**src/rtl/grid_walker_pkg.sv**
```systemverilog
// Shared types and helpers for the grid walker: command directions, FSM states,
// and direction decode used by the step datapath.
package grid_walker_pkg;

  typedef enum logic [1:0] {
    WEST  = 2'b00,
    NORTH = 2'b01,
    EAST  = 2'b10,
    SOUTH = 2'b11
  } dir_t;

  typedef enum logic [1:0] {
    IDLE = 2'b00,
    STEP = 2'b01,
    DONE = 2'b10
  } state_t;

  function automatic logic dir_is_x(input dir_t d);
    return (d == WEST) || (d == EAST);
  endfunction

  function automatic logic dir_is_inc(input dir_t d);
    return (d == NORTH) || (d == EAST);
  endfunction

endpackage

```
**src/rtl/grid_walker_step.sv**
```systemverilog
// Combinational unit step of one coordinate: +1 or -1 with clamp or wrap at
// the grid bounds [0, GRID_MAX]; at_edge flags a step that hit a bound.
module grid_step #(
  parameter int COORD_W  = 5,
  parameter int GRID_MAX = 31,
  parameter int WRAP     = 0
) (
  input  logic [COORD_W-1:0] coord,
  input  logic               inc,
  output logic [COORD_W-1:0] nxt,
  output logic               at_edge
);

  localparam logic [COORD_W-1:0] MAXV = COORD_W'(GRID_MAX);

  always_comb begin
    at_edge = inc ? (coord == MAXV) : (coord == '0);
    nxt     = coord;
    if (at_edge) begin
      if (WRAP != 0) begin
        nxt = inc ? '0 : MAXV;
      end
    end else if (inc) begin
      nxt = coord + COORD_W'(1);
    end else begin
      nxt = coord - COORD_W'(1);
    end
  end

endmodule

```
**src/rtl/grid_walker.sv**
```systemverilog
// Sequential grid position walker: executes load and direction/jump commands
// one unit step per clock with clamp or wrap at the grid edges.
//
//   state | meaning
//   IDLE  | cmd_ready high, waiting for a command
//   STEP  | one unit step per cycle on the latched axis, remaining counts down
//   DONE  | done/hit_edge presented for one cycle, then back to IDLE
module grid_walker
  import grid_walker_pkg::*;
#(
  parameter int COORD_W  = 5,
  parameter int GRID_MAX = 31,
  parameter int JUMP_W   = 2,
  parameter int WRAP     = 0,
  parameter int CNT_W    = 8
) (
  input  logic               clk,
  input  logic               rst_n,
  input  logic               cmd_valid,
  output logic               cmd_ready,
  input  logic               cmd_load,
  input  logic [1:0]         cmd_dir,
  input  logic [JUMP_W-1:0]  cmd_jump,
  input  logic [COORD_W-1:0] load_x,
  input  logic [COORD_W-1:0] load_y,
  output logic [COORD_W-1:0] pos_x,
  output logic [COORD_W-1:0] pos_y,
  output logic               done,
  output logic               hit_edge,
  output logic [CNT_W-1:0]   move_cnt
);

  localparam logic [COORD_W-1:0] MAXV = COORD_W'(GRID_MAX);

  state_t              state_q, state_d;
  dir_t                dir_q;
  logic [JUMP_W-1:0]   rem_q;
  logic                edge_q, edge_d;
  logic                accept;
  logic                axis_x, step_inc;
  logic [COORD_W-1:0]  step_in, step_nxt;
  logic                step_edge, clamp_stop;
  logic [COORD_W-1:0]  load_x_c, load_y_c;

  assign axis_x     = dir_is_x(dir_q);
  assign step_inc   = dir_is_inc(dir_q);
  assign step_in    = axis_x ? pos_x : pos_y;
  assign clamp_stop = step_edge && (WRAP == 0);
  assign load_x_c   = (int'(load_x) > GRID_MAX) ? MAXV : load_x;
  assign load_y_c   = (int'(load_y) > GRID_MAX) ? MAXV : load_y;

  grid_step #(
    .COORD_W (COORD_W),
    .GRID_MAX(GRID_MAX),
    .WRAP    (WRAP)
  ) u_step (
    .coord  (step_in),
    .inc    (step_inc),
    .nxt    (step_nxt),
    .at_edge(step_edge)
  );

  always_ff @(posedge clk or negedge rst_n) begin
    if (!rst_n) state_q <= IDLE;
    else        state_q <= state_d;
  end

  always_comb begin
    state_d = state_q;
    case (state_q)
      IDLE: begin
        if (accept) begin
          if (cmd_load || (cmd_jump == '0)) state_d = DONE;
          else                              state_d = STEP;
        end
      end
      STEP: begin
        if (clamp_stop || (rem_q == JUMP_W'(1))) state_d = DONE;
      end
      DONE:    state_d = IDLE;
      default: state_d = IDLE;
    endcase
  end

  always_comb begin
    cmd_ready = (state_q == IDLE);
    accept    = cmd_valid && cmd_ready;
  end

  // Edge flag accumulates over a command; a new command always starts clean.
  always_comb begin
    edge_d = edge_q;
    if (accept)                 edge_d = 1'b0;
    else if (state_q == STEP)   edge_d = edge_q | step_edge;
  end

  always_ff @(posedge clk or negedge rst_n) begin
    if (!rst_n) begin
      pos_x    <= '0;
      pos_y    <= '0;
      dir_q    <= WEST;
      rem_q    <= '0;
      edge_q   <= 1'b0;
      done     <= 1'b0;
      hit_edge <= 1'b0;
      move_cnt <= '0;
    end else begin
      edge_q   <= edge_d;
      done     <= (state_d == DONE);
      hit_edge <= (state_d == DONE) ? edge_d : 1'b0;
      case (state_q)
        IDLE: begin
          if (accept) begin
            if (cmd_load) begin
              pos_x <= load_x_c;
              pos_y <= load_y_c;
            end else if (cmd_jump != '0) begin
              dir_q <= dir_t'(cmd_dir);
              rem_q <= cmd_jump;
            end
          end
        end
        STEP: begin
          rem_q <= rem_q - JUMP_W'(1);
          if (!clamp_stop) begin
            if (axis_x) pos_x <= step_nxt;
            else        pos_y <= step_nxt;
            if (move_cnt != '1) move_cnt <= move_cnt + CNT_W'(1);
          end
        end
        default: ;
      endcase
    end
  end

endmodule

```
**config.mk**
```make
export PLATFORM = sky130hd
export DESIGN_NAME = grid_walker
export DESIGN_NICKNAME = d
export VERILOG_FILES = /design/src/rtl/grid_walker_pkg.sv /design/src/rtl/grid_walker_step.sv /design/src/rtl/grid_walker.sv
export SDC_FILE = /design/constraint.sdc
export NUM_CORES = 1
export LEC_CHECK = 0
export ABC_CLOCK_PERIOD_IN_PS = 2400
export BUFFER_PORTS_ARGS = -buffer_cell sky130_fd_sc_hd__clkbuf_2
export CELL_PAD_IN_SITES_DETAIL_PLACEMENT = 2
export CELL_PAD_IN_SITES_GLOBAL_PLACEMENT = 2
export CORE_MARGIN = 4
export CORE_UTILIZATION = 29
export DETAILED_ROUTE_END_ITERATION = 7
export PLACE_DENSITY_LB_ADDON = 0.3
export SKIP_CTS_REPAIR_TIMING = 1
export SLEW_MARGIN = 20
export SYNTH_ARGS = -nofsm -noshare
export SYNTH_HDL_FRONTEND = slang
export SYNTH_SLANG_ARGS = --single-unit
```
**constraint.sdc**
```tcl
create_clock -name clk -period 2.4 [get_ports clk]
set_input_delay 0.48 -clock clk [delete_from_list [all_inputs] [get_ports clk]]
set_output_delay 0.48 -clock clk [all_outputs]
set_load 0.1 [all_outputs]
```
==> key figures <==
Logic synthesis
  – EDFF count, synth: 0
  – Dominant synthesized flop cell: dfrtp_1
  – Main combinational cell family by area after synthesis: compound AO/OA/AOI/OAI gates
  – Synth Area in XOR/XNOR: 5.33%
  – Mapped Area: 1640 sq um
  – Mux share of post-synthesis cell area: 6.16%
  – Mapped Nets: 189
  – Synthesis-stage register bit count: 27
  – Simple-gate share of the synthesized area: 16.3%
  – FFs w/ async S/R, synth: 100%
  – Distinct cells, synth: 42
  – YS warnings: 0
  – Syn Area/Cell: 10.1 sq um
  – Sequential share of the synthesized area: 41.1%
  – Post-Synth Adder-Cell Area: 6.54%
  – Post-synthesis compound-gate area fraction: 19.7%
  – Post-Synthesis Cells: 163

CTS
  – Clock Latency Late Sink: 0.28 ns
  – Deepest clock path buffer count: 2
  – TritonCTS clock tree: done
  – Clk slew on worst S/H paths: 0.11 ns
  – Htree depth: 1
  – Clk sink count: 27
  – Cts bufs inserted: 3
  – Root buf cell: clkbuf_8

Placement
  – Port bufs: 38
  – Placed Cells incl. Taps: 274
  – Placed Area: 1960 sq um
  – HPWL Detailed: 4000 microns
  – GPL Wtd Cong: 0.837

Finish
  – Storage element area: 681 sq um
  – Final Cell Area: 2140 sq um
  – Post-layout util: 38.9%
  – Final std cells w/o fill: 286
  – Number of antenna diodes: 0
  – Layout filler cell count: 583
  – Synthesis-to-layout area growth: 30.4%
  – Multi-input gate area: 952 sq um
  – Final nets: 241
  – Layout cells sized above 1: 39.3%

Global routing
  – GRT Util Overall: 14.9%
  – Initial antenna violation count: 0
  – First-pass GRT wire length: 8390 microns
  – Remaining Overflow, GRT: 0
  – Vias in the first global route: 1602
  – Largest net degree at the start of global routing: 28

Critical path
  – Worst path most repeated cell: buf_4
  – CP Buf/Inv Count: 2
  – Family with the most delay on the worst path: compound AO/OA/AOI/OAI gates
  – Crit path depth: 10
  – CP Launch Type: flop
  – Crit-path slowest cell: dfrtp_2
  – Max incr delay on CP: 0.45 ns
  – CP arrival: 2.51 ns
  – Register-to-Register Path Depth: 10
  – Critical Path RT: 2.55 ns
  – Crit-path max FO: 4
  – Worst setup path class: reg -> reg
  – Cell Chain, Critical Path: buf_4 -> buf_4 -> nand2_1 -> o21ai_2 -> fa_2 -> a21o_1 -> a21oi_2 -> xnor2_1 -> o31ai_1 -> a22oi_1
  – Worst Setup End Kind: flop

STA
  – Max Transition Viols Final: 0
  – Max Clk Rate: 423 MHz
  – Min Clock Period, post-route: 2.36 ns
  – Final setup skew: 0.00539 ns
  – Fin crit share: 98.5%
  – Fin Setup TNS: 0 ns
  – Relative slew slack: 51.6%
  – Hold Vio Cnt, Final: 0
  – Worst Max-Slew Pin Slew: 0.726 ns
  – Final setup fails: 0

Drt
  – DR vias/cell: 5.12
  – DR pass1 iterations: 4
  – Routed via count: 1463
  – DRC: 0
  – Total Routed Length: 5310 microns
  – Avg WL per Cell: 18.6 microns
  – Antenna viol nets, final: 0
  – Detailed Route Iter0 Violations: 35

Job
  – Maxcap violations: 0

Floorplan
  – Core Box Area: 5510 sq um
  – Chip Width: 83.3 microns
  – Full die area: 6940 sq um
  – # rows: 27
  – Top Ports: 39
  – Initial Utilization: 29.9%
  – Die Y: 83.3 microns

Outcome
  – Status: finished, final reports clean

Worst hold path
  – Hold Path Class: in -> async
## cell usage after synthesis (2+ instances only)
master | instances | area, sq um
xnor2_1 | 10 | 87.6
a21oi_1 | 10 | 50.1
a22o_1 | 3 | 26.3
a22oi_1 | 3 | 22.5
nand3_1 | 5 | 25.0
mux2_2 | 3 | 33.8
buf_6 | 2 | 22.5
nand4_1 | 4 | 25.0
ha_1 | 7 | 87.6
o21ai_0 | 2 | 10.0
clkbuf_1 | 4 | 15.0
dfrtp_1 | 27 | 676
o21ai_2 | 2 | 17.5
a2bb2oi_1 | 3 | 26.3
o31ai_1 | 9 | 67.6
nor2_1 | 11 | 41.3
inv_1 | 10 | 37.5
o211ai_1 | 2 | 15.0
nor2b_1 | 2 | 12.5
nand2_1 | 10 | 37.5
mux2i_1 | 3 | 30.0
nand2b_1 | 7 | 43.8
a211oi_1 | 2 | 15.0
a21o_1 | 4 | 30.0
## through the flow
stage / setup slack, ns / hold slack [ns]
6_report: 0.0354 / 0.234
5_1_grt: -0.120 / 0.279
4_1_cts: -0.0973 / 0.258
3_5_place_dp: -0.0730 / 0.495
3_3_place_gp: 0.0815 / 0.486
2_1_floorplan: 0.0742 / 0.184
## state kept, by name, indices dropped and copies added (netlist names)
name and flops:
hit_edge 1, pos_y 5, done 1, rem_q 2, state_q 2, move_cnt 8
dir_q 2, edge_q 1, pos_x 5
## cell usage in the layout (no fill, tap or decap), types with 3 or more instances in the layout
cell type,n
buf_4,14
o31ai_1,8
inv_1,10
nand4_1,4
dfrtp_1,23
a2bb2oi_1,3
dfrtp_2,4
ha_1,5
xnor2_1,10
a21oi_1,9
a21o_1,4
a22oi_1,3
nand2b_1,7
nand2_1,10
a22o_1,3
clkbuf_2,38
nand3_1,5
clkbuf_8,3
nor2_1,9
## path summary, 6_finish.rpt
kind	start	to	slack [ns]
worst max-delay path	dir_q[0]	pos_x[4]	0.04
max in group asynchronous	rst_n	pos_x[0]	1.66
worst min-delay path	rst_n	dir_q[1]	0.23
min in group clk	cmd_valid	edge_q	0.42
worst min register to register	move_cnt[4]	move_cnt[4]	0.51
worst max register to register	dir_q[0]	pos_x[4]	0.04
## cells by family after synthesis
family,count (synthesis)
flip-flops,27
XOR/XNOR,10
AND/OR/NAND/NOR,48
buffers and inverters,17
AO/OA/AOI/OAI,45
adder cells (fa/ha/maj),8
multiplexers,8
## area by class of cell
class                           instances  area share (%)
Sequential cell                        27            31.7
Tap cell                               72            4.20
Clock inverter                          1           0.350
Clock buffer                            3            1.93
Timing Repair Buffer                   54            15.6
Multi-Input combinational cell        119            44.4
Inverter                               10            1.75
## per-layer routing
| metal | vias to the layer above | share of wire, % | global-route usage, % |
|---|---|---|---|
| met5 | - | 0 | 0 |
| met4 | 0 | 1.1 | 4.46 |
| met3 | 6 | 3.3 | 2.68 |
| li1 | 688 | - | - |
| met1 | 743 | 42 | 17.0 |
| met2 | 26 | 54 | 27.9 |
Power is left out: the tool's default activity adds up to more than one toggle a clock period on the data nets, which glitch-free logic cannot reach.
